<file path="config.mk">
export PLATFORM = sky130hd
export DESIGN_NAME = pipe_trace_buf
export DESIGN_NICKNAME = d
export VERILOG_FILES = /design/src/rtl/trace_pkg.sv /design/src/rtl/trace_fifo.sv /design/src/rtl/pipe_trace_buf.sv
export SDC_FILE = /design/constraint.sdc
export NUM_CORES = 1
export LEC_CHECK = 0
export CORE_MARGIN = 2
export CORE_UTILIZATION = 45
export CTS_CLUSTER_DIAMETER = 30
export DETAILED_ROUTE_END_ITERATION = 8
export HOLD_SLACK_MARGIN = 0.08
export MAX_ROUTING_LAYER = met4
export PLACE_DENSITY = 0.69
export SLEW_MARGIN = 20
export SYNTH_ARGS = -nofsm -noshare
export SYNTH_HDL_FRONTEND = slang
export SYNTH_SLANG_ARGS = --single-unit
export TNS_END_PERCENT = 100
</file>
<file path="constraint.sdc">
create_clock -name clk -period 4.56 [get_ports clk]
set_input_delay 0.684 -clock clk [delete_from_list [all_inputs] [get_ports clk]]
set_output_delay 0.684 -clock clk [all_outputs]
set_load 0.005 [all_outputs]
</file>
<file path="src/rtl/trace_pkg.sv">
// trace_pkg
//   Shared layout of one pipeline trace entry {valid, pc, instr}.
//   The flat entry keeps instr in the low XLEN bits, pc above it and the
//   valid flag as the top bit, so a stage register is a single vector.
//   The helper functions give widths/offsets for any XLEN; the typedef
//   and TRACE_W describe the default 32-bit layout.
package trace_pkg;

  localparam int XLEN_DEF = 32;

  function automatic int trace_w(input int xlen);
    return 1 + 2 * xlen;
  endfunction

  function automatic int valid_bit(input int xlen);
    return 2 * xlen;
  endfunction

  function automatic int pc_lsb(input int xlen);
    return xlen;
  endfunction

  localparam int INSTR_LSB = 0;
  localparam int TRACE_W   = 1 + 2 * XLEN_DEF;

  typedef struct packed {
    logic                valid;
    logic [XLEN_DEF-1:0] pc;
    logic [XLEN_DEF-1:0] instr;
  } trace_ent_t;

endpackage

</file>
<file path="src/rtl/trace_fifo.sv">
// trace_fifo
//   Synchronous FIFO holding retirement records until the trace sink
//   takes them. The head word is read straight out of the registered
//   storage, so it is available the cycle after the push that wrote it.
// Ports:
//   clk, rst    clock, synchronous active-high reset
//   push        write push_data (accepted if not full, or full with a pop)
//   push_data   W-bit record
//   pop         remove head (ignored when empty)
//   pop_data    head record, zero when empty
//   full/empty  occupancy flags
module trace_fifo
  import trace_pkg::*;
#(
  parameter int W     = 2 * XLEN_DEF,
  parameter int DEPTH = 4
) (
  input  logic         clk,
  input  logic         rst,
  input  logic         push,
  input  logic [W-1:0] push_data,
  input  logic         pop,
  output logic [W-1:0] pop_data,
  output logic         full,
  output logic         empty
);

  localparam int AW = $clog2(DEPTH);

  logic [W-1:0] mem [DEPTH];
  // One bit wider than the index: equal indices with differing top bits
  // means the write pointer has lapped the read pointer (full).
  logic [AW:0]  wr_ptr;
  logic [AW:0]  rd_ptr;
  logic         do_push;
  logic         do_pop;

  assign empty = (wr_ptr == rd_ptr);
  assign full  = (wr_ptr[AW] != rd_ptr[AW]) && (wr_ptr[AW-1:0] == rd_ptr[AW-1:0]);

  // A pop in the same cycle frees the slot, so a full FIFO still accepts.
  assign do_pop  = pop & ~empty;
  assign do_push = push & (~full | do_pop);

  always_ff @(posedge clk) begin
    if (rst) begin
      wr_ptr <= '0;
      rd_ptr <= '0;
    end else begin
      if (do_push) wr_ptr <= wr_ptr + (AW+1)'(1);
      if (do_pop)  rd_ptr <= rd_ptr + (AW+1)'(1);
    end
  end

  always_ff @(posedge clk) begin
    if (do_push) mem[wr_ptr[AW-1:0]] <= push_data;
  end

  assign pop_data = empty ? '0 : mem[rd_ptr[AW-1:0]];

endmodule

</file>
<file path="src/rtl/pipe_trace_buf.sv">
// pipe_trace_buf
//   Carries a {valid, pc, instr} trace tag alongside the pipeline from the
//   decode boundary through STAGES stage registers (stage 0 = E, last = W),
//   each with its own advance and flush. Counts retirements and queues
//   retirement records for the difftest / trace sink.
// Ports:
//   clk, rst                   clock, synchronous active-high reset
//   in_valid/in_pc/in_instr    D-stage trace tag
//   adv[i], flush[i]           per-stage load / clear (flush wins)
//   stg_valid/stg_pc/stg_instr per-stage contents, stage i at [i*XLEN +: XLEN]
//   retire_cnt                 retirements since reset (wraps)
//   rt_valid/rt_ready          retirement FIFO handshake
//   rt_pc/rt_instr             FIFO head record
//   rt_overflow                sticky: a retirement was dropped on a full FIFO
module pipe_trace_buf
  import trace_pkg::*;
#(
  parameter int STAGES     = 3,
  parameter int XLEN       = 32,
  parameter int FIFO_DEPTH = 4,
  parameter int CNT_W      = 64
) (
  input  logic                   clk,
  input  logic                   rst,
  input  logic                   in_valid,
  input  logic [XLEN-1:0]        in_pc,
  input  logic [XLEN-1:0]        in_instr,
  input  logic [STAGES-1:0]      adv,
  input  logic [STAGES-1:0]      flush,
  output logic [STAGES-1:0]      stg_valid,
  output logic [STAGES*XLEN-1:0] stg_pc,
  output logic [STAGES*XLEN-1:0] stg_instr,
  output logic [CNT_W-1:0]       retire_cnt,
  output logic                   rt_valid,
  input  logic                   rt_ready,
  output logic [XLEN-1:0]        rt_pc,
  output logic [XLEN-1:0]        rt_instr,
  output logic                   rt_overflow
);

  localparam int TW  = trace_w(XLEN);
  localparam int VB  = valid_bit(XLEN);
  localparam int PCL = pc_lsb(XLEN);

  logic [TW-1:0]     d_ent;
  logic [TW-1:0]     pre_w;
  logic              retire;
  logic              rt_pop;
  logic              fifo_full;
  logic              fifo_empty;
  logic [2*XLEN-1:0] fifo_head;

  assign d_ent = {in_valid, in_pc, in_instr};

  // Each stage samples its source's pre-edge value, so a downstream stage
  // still picks up the old contents of a stage that is flushed this cycle.
  genvar i;
  generate
    for (i = 0; i < STAGES; i++) begin : g_stage
      logic [TW-1:0] src;
      logic [TW-1:0] q;

      if (i == 0) begin : g_src_d
        assign src = d_ent;
      end else begin : g_src_prev
        assign src = g_stage[i-1].q;
      end

      always_ff @(posedge clk) begin
        if (rst)           q <= '0;
        else if (flush[i]) q <= '0;
        else if (adv[i])   q <= src;
      end

      assign stg_valid[i]              = q[VB];
      assign stg_pc[i*XLEN +: XLEN]    = q[PCL +: XLEN];
      assign stg_instr[i*XLEN +: XLEN] = q[INSTR_LSB +: XLEN];

      if (i == STAGES-2) begin : g_tap
        assign pre_w = q;
      end
    end
  endgenerate

  // Retirement is the valid entry of the stage before W moving into W.
  assign retire = adv[STAGES-1] & ~flush[STAGES-1] & pre_w[VB];
  assign rt_pop = rt_valid & rt_ready;

  always_ff @(posedge clk) begin
    if (rst)         retire_cnt <= '0;
    else if (retire) retire_cnt <= retire_cnt + CNT_W'(1);
  end

  always_ff @(posedge clk) begin
    if (rst)                                 rt_overflow <= 1'b0;
    else if (retire & fifo_full & ~rt_pop)   rt_overflow <= 1'b1;
  end

  trace_fifo #(
    .W     (2*XLEN),
    .DEPTH (FIFO_DEPTH)
  ) u_fifo (
    .clk       (clk),
    .rst       (rst),
    .push      (retire),
    .push_data (pre_w[2*XLEN-1:0]),
    .pop       (rt_pop),
    .pop_data  (fifo_head),
    .full      (fifo_full),
    .empty     (fifo_empty)
  );

  assign rt_valid = ~fifo_empty;
  assign rt_pc    = fifo_head[2*XLEN-1:XLEN];
  assign rt_instr = fifo_head[XLEN-1:0];

endmodule
</file>
==> results of run 1 <==
## power groups by stage
| stage | clock network [W] | registers [W] | logic [W] |
|---|---|---|---|
| 3_3_place_gp | 0 | 0.00505 | 0.000324 |
| 4_1_cts | 0.00768 | 0.00496 | 0.000329 |
| 3_5_place_dp | 0 | 0.00505 | 0.000326 |
| 6_report | 0.00757 | 0.00496 | 0.000326 |
| 2_1_floorplan | 0 | 0.00504 | 0.000157 |
| 5_1_grt | 0.00790 | 0.00496 | 0.000348 |
## layer usage
layer	routed length [µm]	global-route usage (%)	vias up
met1	21900	27.8	6642
met2	25400	37.8	395
met3	2880	5.50	81
met5	0	-	-
met4	1120	7.38	0
li1	-	-	6197
## final timing paths
path,from,end,slack [ns],depth (start not counted)
worst min-delay path,retire_cnt[63],retire_cnt[63],0.48,2
worst max register to register,g_stage[1].q[64],u_fifo.mem[1][28],1.90,3
worst max-delay path,u_fifo.wr_ptr[0],rt_pc[19],0.77,5
worst min register to register,retire_cnt[63],retire_cnt[63],0.48,2
## layout make-up
| cell class | count | area, µm² |
|---|---|---|
| clock buffer | 133 | 2950 |
| clock inverter | 61 | 647 |
| fill | 3308 | 15900 |
| inverter | 14 | 52.6 |
| multi-input combinational | 836 | 6520 |
| sequential | 524 | 13100 |
| tap | 592 | 741 |
| timing repair buffer | 410 | 4090 |
## flip-flops by register name, summed over array words and instances, names as in the netlist, named ones only
name / cells
g_stage.q: 195
retire_cnt: 64
rt_overflow: 1
u_fifo.mem: 256
u_fifo.rd_ptr: 3
u_fifo.wr_ptr: 3
## cell families after synthesis
group / count (synthesis) / synth area share [%]
and+or+nand+nor: 464 / 11.6
adders and majority gates: 6 / 0.377
xor gates and xnor gates: 37 / 1.63
buffers and inverters: 92 / 1.83
DFF: 524 / 65.5
muxes: 262 / 17.2
AOI/OAI and AO/OA: 67 / 1.86
## placed cells by master (no fill, tap or decap), types with 13 or more instances in the layout
master	instances
sky130_fd_sc_hd__or3_1	23
sky130_fd_sc_hd__xor2_1	26
sky130_fd_sc_hd__clkbuf_16	110
sky130_fd_sc_hd__a21oi_1	33
sky130_fd_sc_hd__and2_1	67
sky130_fd_sc_hd__clkdlybuf4s50_1	394
sky130_fd_sc_hd__mux4_2	64
sky130_fd_sc_hd__buf_4	13
sky130_fd_sc_hd__nor2_1	246
sky130_fd_sc_hd__edfxtp_1	256
sky130_fd_sc_hd__nand4_1	23
sky130_fd_sc_hd__o21ai_0	22
sky130_fd_sc_hd__dfxtp_1	266
sky130_fd_sc_hd__mux2i_1	196
sky130_fd_sc_hd__nand2_1	34
sky130_fd_sc_hd__nand3_1	19
sky130_fd_sc_hd__inv_1	14
sky130_fd_sc_hd__clkinv_2	19
## through the flow
| step | setup slack, ns | util (%) |
|---|---|---|
| floorplan | 1.08 | - |
| global placement | 1.32 | 55.7 |
| detailed placement | 1.27 | 55.7 |
| CTS | 0.687 | 63.9 |
| global route | 0.526 | 63.9 |
| finish | 0.766 | 63.9 |
## tightest hold or removal path, delay by kind of cell, from the launching register on
family	cells	cell delay, ns
flip-flops	1	0.31
AO/OA/AOI/OAI	2	0.11
==> impl_metrics.ini, run 1 <==
[sta]
worst_slew_pin_slew_ns = 1.06
fin_tns_setup_ns = 0
rsz0062_at_grt = no
slew-limit-headroom_pct = 29.4
post-route-period-util_pct = 83.2
setup_viol = 0
max_freq_mhz = 264
final_max_slew_viol_count = 0
final_hold_violation_count = 0
worst_clock_skew_ns = 0.0211
finalCriticalPeriod_ns = 3.79
fin_hold_ws_ns = 0.478

[layout]
signed_area_change_from_the_synthesized_netlist_to_the_final_layout_pct = 40.8
diodes = 0
design.final.nets = 1970
layoutNonFillerInstCount = 2570
layout.cell_area.non_filler_um2 = 28100
layout-drive-gt1-share_pct = 14.2

[floorplanning]
coreArea_um2 = 43900
die_h_um = 214
initial_core_util_pct = 45.4
dieArea_um2 = 46000
floorplan.die.width_um = 214
num_rows = 77
pin_count = 399

[route]
drt-initial-drc-count = 794
num_vias = 13300
postRouteAntennaNets = 0
post_drt_wl_per_cell_um = 20.0
viasPerCell = 5.18
drt_drc_violations_left = 0
drt-pass1-iter-count = 5
wirelength_um = 51300

[logic_synthesis]
post_synth_edffs = 256
synth_top_area_share_pct = 38.6
syn-num-nets = 1532
synth_async_sr_flop_share_pct = 0
synth-seq-cells = 524
synth_common_cells = 268 x sky130_fd_sc_hd__dfxtp_1, 256 x sky130_fd_sc_hd__edfxtp_1, 246 x sky130_fd_sc_hd__nor2_1, 196 x sky130_fd_sc_hd__mux2i_1, 71 x sky130_fd_sc_hd__and2_1
postSynthCellCount = 1452
yosysUniqueCellTypes = 38
seq_area_frac_synth_pct = 65.5
synth_top_flop_cell = sky130_fd_sc_hd__dfxtp_1
yosys_warns = 0
synthMostInstantiatedCell = sky130_fd_sc_hd__dfxtp_1
syn_area_per_cell_um2 = 13.7
netlist_top_cells_area = sky130_fd_sc_hd__edfxtp_1 39%, sky130_fd_sc_hd__dfxtp_1 27%, sky130_fd_sc_hd__mux2i_1 9.8%, sky130_fd_sc_hd__mux4_2 7.2%, sky130_fd_sc_hd__nor2_1 4.6%
syn-cell-area_um2 = 19900
synth_largest_area_cell = sky130_fd_sc_hd__edfxtp_1

[power]
post-layout-total-power_w = 0.0129
pwr-share-comb_pct = 2.5
power.density_nw_per_um2 = 459
power.share.switching_pct = 20.5
intPower_w = 0.0102
share_clk_of_total_power_pct = 58.9
worst_ir_drop_vdd_v = 0.000326
power.static_leakage_nw = 10.3
power.switching_w = 0.00263
seqPwrFrac_pct = 38.6

[clock_tree]
cts_tree = yes
clk_transition_reported_paths_ns = 0.04
max-clock-path-buffers = 3
clk-insertion-delay-late_ns = 0.63
cts-hold-fix-buffers = 0
postCtsResizedCells = 0
cts_buffers = 104
cts.sink_count = 524
cts_post_setup_buffers_inserted = 0
maximum_level_of_the_cts_h_tree = 3
clock_tree.root_cell = sky130_fd_sc_hd__clkbuf_16

[placement]
numPortBuffers = 398
dpl_cell_area_um2 = 24500
hpwlAfterDp_um = 31500
gp_congestion = 0.830
placed_cells_incl_taps = 2376

[min_path]
worstHoldPathType = reg2reg

[global_routing]
pin_count_of_the_biggest_net_entering_global_routing = 76
grt-ovfl-total = 0
grt_pass1_vias = 13700
antenna_violations_before_repair = 1
global_route_wire_length_before_repair_um = 79300
all_layer_global_routing_usage_pct = 22.9

[status]
run_status = finished, final reports clean

[setup_path]
worst_path_largest_cell_delay_ns = 0.56
cp.buffers_inverters = 2
cp_max_delay_cell = sky130_fd_sc_hd__or3_2
timing.critical_path.to_type = output pin
worst_setup_path_start_kind = flop
worstPathRequired_ns = 3.88
cpLargestDelayFamily = buffers and inverters
timing.critical_path.fanout_max = 35
critPathArrivalTime_ns = 3.11
critical_path.cell_chain = xor2_1 > or3_2 > buf_4 > and2_1 > clkdlybuf4s50_1
criticalPathCategory = reg2out

[flow_run]
timing.max_cap.violations = 0
Power figures use the tool's default switching activity.
==> inputs of run 2 (changes only) <==
==> constraint.sdc (replaced) <==
create_clock -name clk -period 3.8 [get_ports clk]
set_input_delay 0.57 -clock clk [delete_from_list [all_inputs] [get_ports clk]]
set_output_delay 0.57 -clock clk [all_outputs]
set_load 0.005 [all_outputs]
==> run 2 against run 1 <==
Combinational power rose by 22%. Worst setup slack got worse by 0.36 ns. Non-clock buffer count rose by 12. Routed wire length rose by 2.1%. Final area rose by 0.96%. Clock power rose by 22%. Register-to-register slack got worse by 0.58 ns. Global-route usage rose by 0.49 points. Clock-buffer cell count rose by 8. Sequential power rose by 20%. Die area did not move. Worst hold slack got worse by 0.038 ns. Largest power group unchanged.
==> impl_metrics.ini, run 2 (synthesis gave the netlist of run 1 again) <==
[status]
run_status = finished, final reports clean

[layout]
final_util_pct = 64.5
signed_area_change_from_the_synthesized_netlist_to_the_final_layout_pct = 42.2
most-common-layout-cells = 394 x sky130_fd_sc_hd__clkdlybuf4s50_1, 266 x sky130_fd_sc_hd__dfxtp_1, 256 x sky130_fd_sc_hd__edfxtp_1, 246 x sky130_fd_sc_hd__nor2_1, 196 x sky130_fd_sc_hd__mux2i_1
total_area_of_multi_input_combinational_cells_um2 = 6520
seq_area_um2 = 13100
layoutNonFillerInstCount = 2589
largest_reg_flops = 256
design.final.nets = 1983
layout-drive-gt1-share_pct = 14.5
layout.cell_area.non_filler_um2 = 28300
final_common_cell = sky130_fd_sc_hd__clkdlybuf4s50_1
nFillCells = 3269

[clock_tree]
maximum_level_of_the_cts_h_tree = 3
postCtsResizedCells = 0
clock_tree.root_cell = sky130_fd_sc_hd__clkbuf_16
cts-hold-fix-buffers = 0
clk-insertion-delay-late_ns = 0.65
cts_post_setup_buffers_inserted = 0
cts_buffers = 105
cts_tree = yes
clk_transition_reported_paths_ns = 0.04
max-clock-path-buffers = 3
cts.sink_count = 524

[route]
drt_drc_violations_left = 0
drt-initial-drc-count = 769
post_drt_wl_per_cell_um = 20.2
drt-pass1-iter-count = 6
wirelength_um = 52400
viasPerCell = 5.18
num_vias = 13400
postRouteAntennaNets = 0

[placement]
hpwlAfterDp_um = 32800
dpl_cell_area_um2 = 24600
gp_congestion = 0.813
numPortBuffers = 398
placed_cells_incl_taps = 2388

[setup_path]
criticalPathCategory = reg2out
timing.critical_path.fanout_max = 27
timing.critical_path.to_type = output pin
worstPathRequired_ns = 3.23
crit-reg2reg-launch = retire_cnt[10]
worst_setup_path_start_kind = flop
crit-reg2reg-capture = retire_cnt[63]
critPathArrivalTime_ns = 2.82
r2r.worst_path.cells = 5
reg2reg_setup_slack_ns = 1.32

[min_path]
worst_hold_path.num_cells = 4
worstHoldPathType = in2reg
worst_hold_startpoint = adv[2]
min_delay_worst_endpoint = retire_cnt[1]

[sta]
slew-limit-headroom_pct = 36.9
worst_slew_pin_slew_ns = 0.946
finalCriticalPeriod_ns = 3.39
fin_tns_setup_ns = 0
final_hold_violation_count = 0
worst_clock_skew_ns = 0.0243
max_freq_mhz = 295
post-route-period-util_pct = 89.3
final_max_slew_viol_count = 0
rsz0062_at_grt = no
setup_viol = 0

[power]
power.static_leakage_nw = 10.4
power.density_nw_per_um2 = 550
post-layout-total-power_w = 0.0156
seqPwrFrac_pct = 38.2
power.switching_w = 0.00322
intPower_w = 0.0124
power.share.switching_pct = 20.7
pwr-share-comb_pct = 2.6
worst_ir_drop_vdd_v = 0.000348
share_clk_of_total_power_pct = 59.2

[floorplanning]
pin_count = 399
num_rows = 77
initial_core_util_pct = 45.4
die_h_um = 214
floorplan.die.width_um = 214
dieArea_um2 = 46000
coreArea_um2 = 43900

[global_routing]
pin_count_of_the_biggest_net_entering_global_routing = 68
grt-ovfl-total = 0
antenna_violations_before_repair = 2
global_route_wire_length_before_repair_um = 80600
all_layer_global_routing_usage_pct = 23.4
grt_pass1_vias = 13800

[flow_run]
timing.max_cap.violations = 0
[run 2: worst max-delay path, stage by stage, from the launching register on]
cell and delay (ns):
sky130_fd_sc_hd__dfxtp_4 0.62, sky130_fd_sc_hd__buf_12 0.32, sky130_fd_sc_hd__mux4_2 0.58, sky130_fd_sc_hd__and2_1 0.18
sky130_fd_sc_hd__clkdlybuf4s50_1 0.46
[run 2: how the worst max path moves through the flow]
stage	from	endpoint	slack [ns]	cells after the start
floorplan	adv[2]	u_fifo.mem[3][0]	0.44	5
global placement	u_fifo.wr_ptr[0]	rt_pc[13]	0.94	4
finish	flop	rt_pc[25]	0.41	4
global route	flop	rt_pc[20]	0.24	4
CTS	u_fifo.wr_ptr[0]	rt_pc[10]	0.08	4
detailed placement	u_fifo.wr_ptr[0]	rt_pc[10]	0.78	4
[run 2: layer usage]
| layer | vias to the layer above | share of wire [%] | global-route usage [%] |
|---|---|---|---|
| li1 | 6238 | - | - |
| met2 | 400 | 49 | 37.9 |
| met4 | 0 | 2.1 | 7.50 |
| met1 | 6706 | 43 | 29.1 |
| met5 | - | 0 | - |
| met3 | 67 | 5.6 | 5.46 |
[run 2: per-stage QoR]
stage	setup slack [ns]	hold WS [ns]
detailed placement	0.783	0.480
global placement	0.941	0.458
CTS	0.0846	0.413
finish	0.406	0.439
floorplan	0.439	0.465
global route	0.236	0.452
[run 2: power by group through the flow]
stage / Sequential (W) / Combinational (W) / Clock, W
final: 0.00596 / 0.000398 / 0.00923
after detailed placement: 0.00606 / 0.000399 / 0
after global routing: 0.00595 / 0.000423 / 0.00968
after CTS: 0.00596 / 0.000402 / 0.00937
after floorplan: 0.00605 / 0.000188 / 0
after global placement: 0.00606 / 0.000396 / 0
[run 2: area by class of cell]
| type | count | area share [%] |
|---|---|---|
| diodes | 1 | 0.00883 |
| clock buffers | 141 | 10.6 |
| clock inverters | 59 | 2.38 |
| inverters | 14 | 0.186 |
| multi-input cells | 836 | 23.0 |
| flip-flops and latches | 524 | 46.1 |
| well taps | 592 | 2.62 |
| repair buffers | 422 | 15.1 |
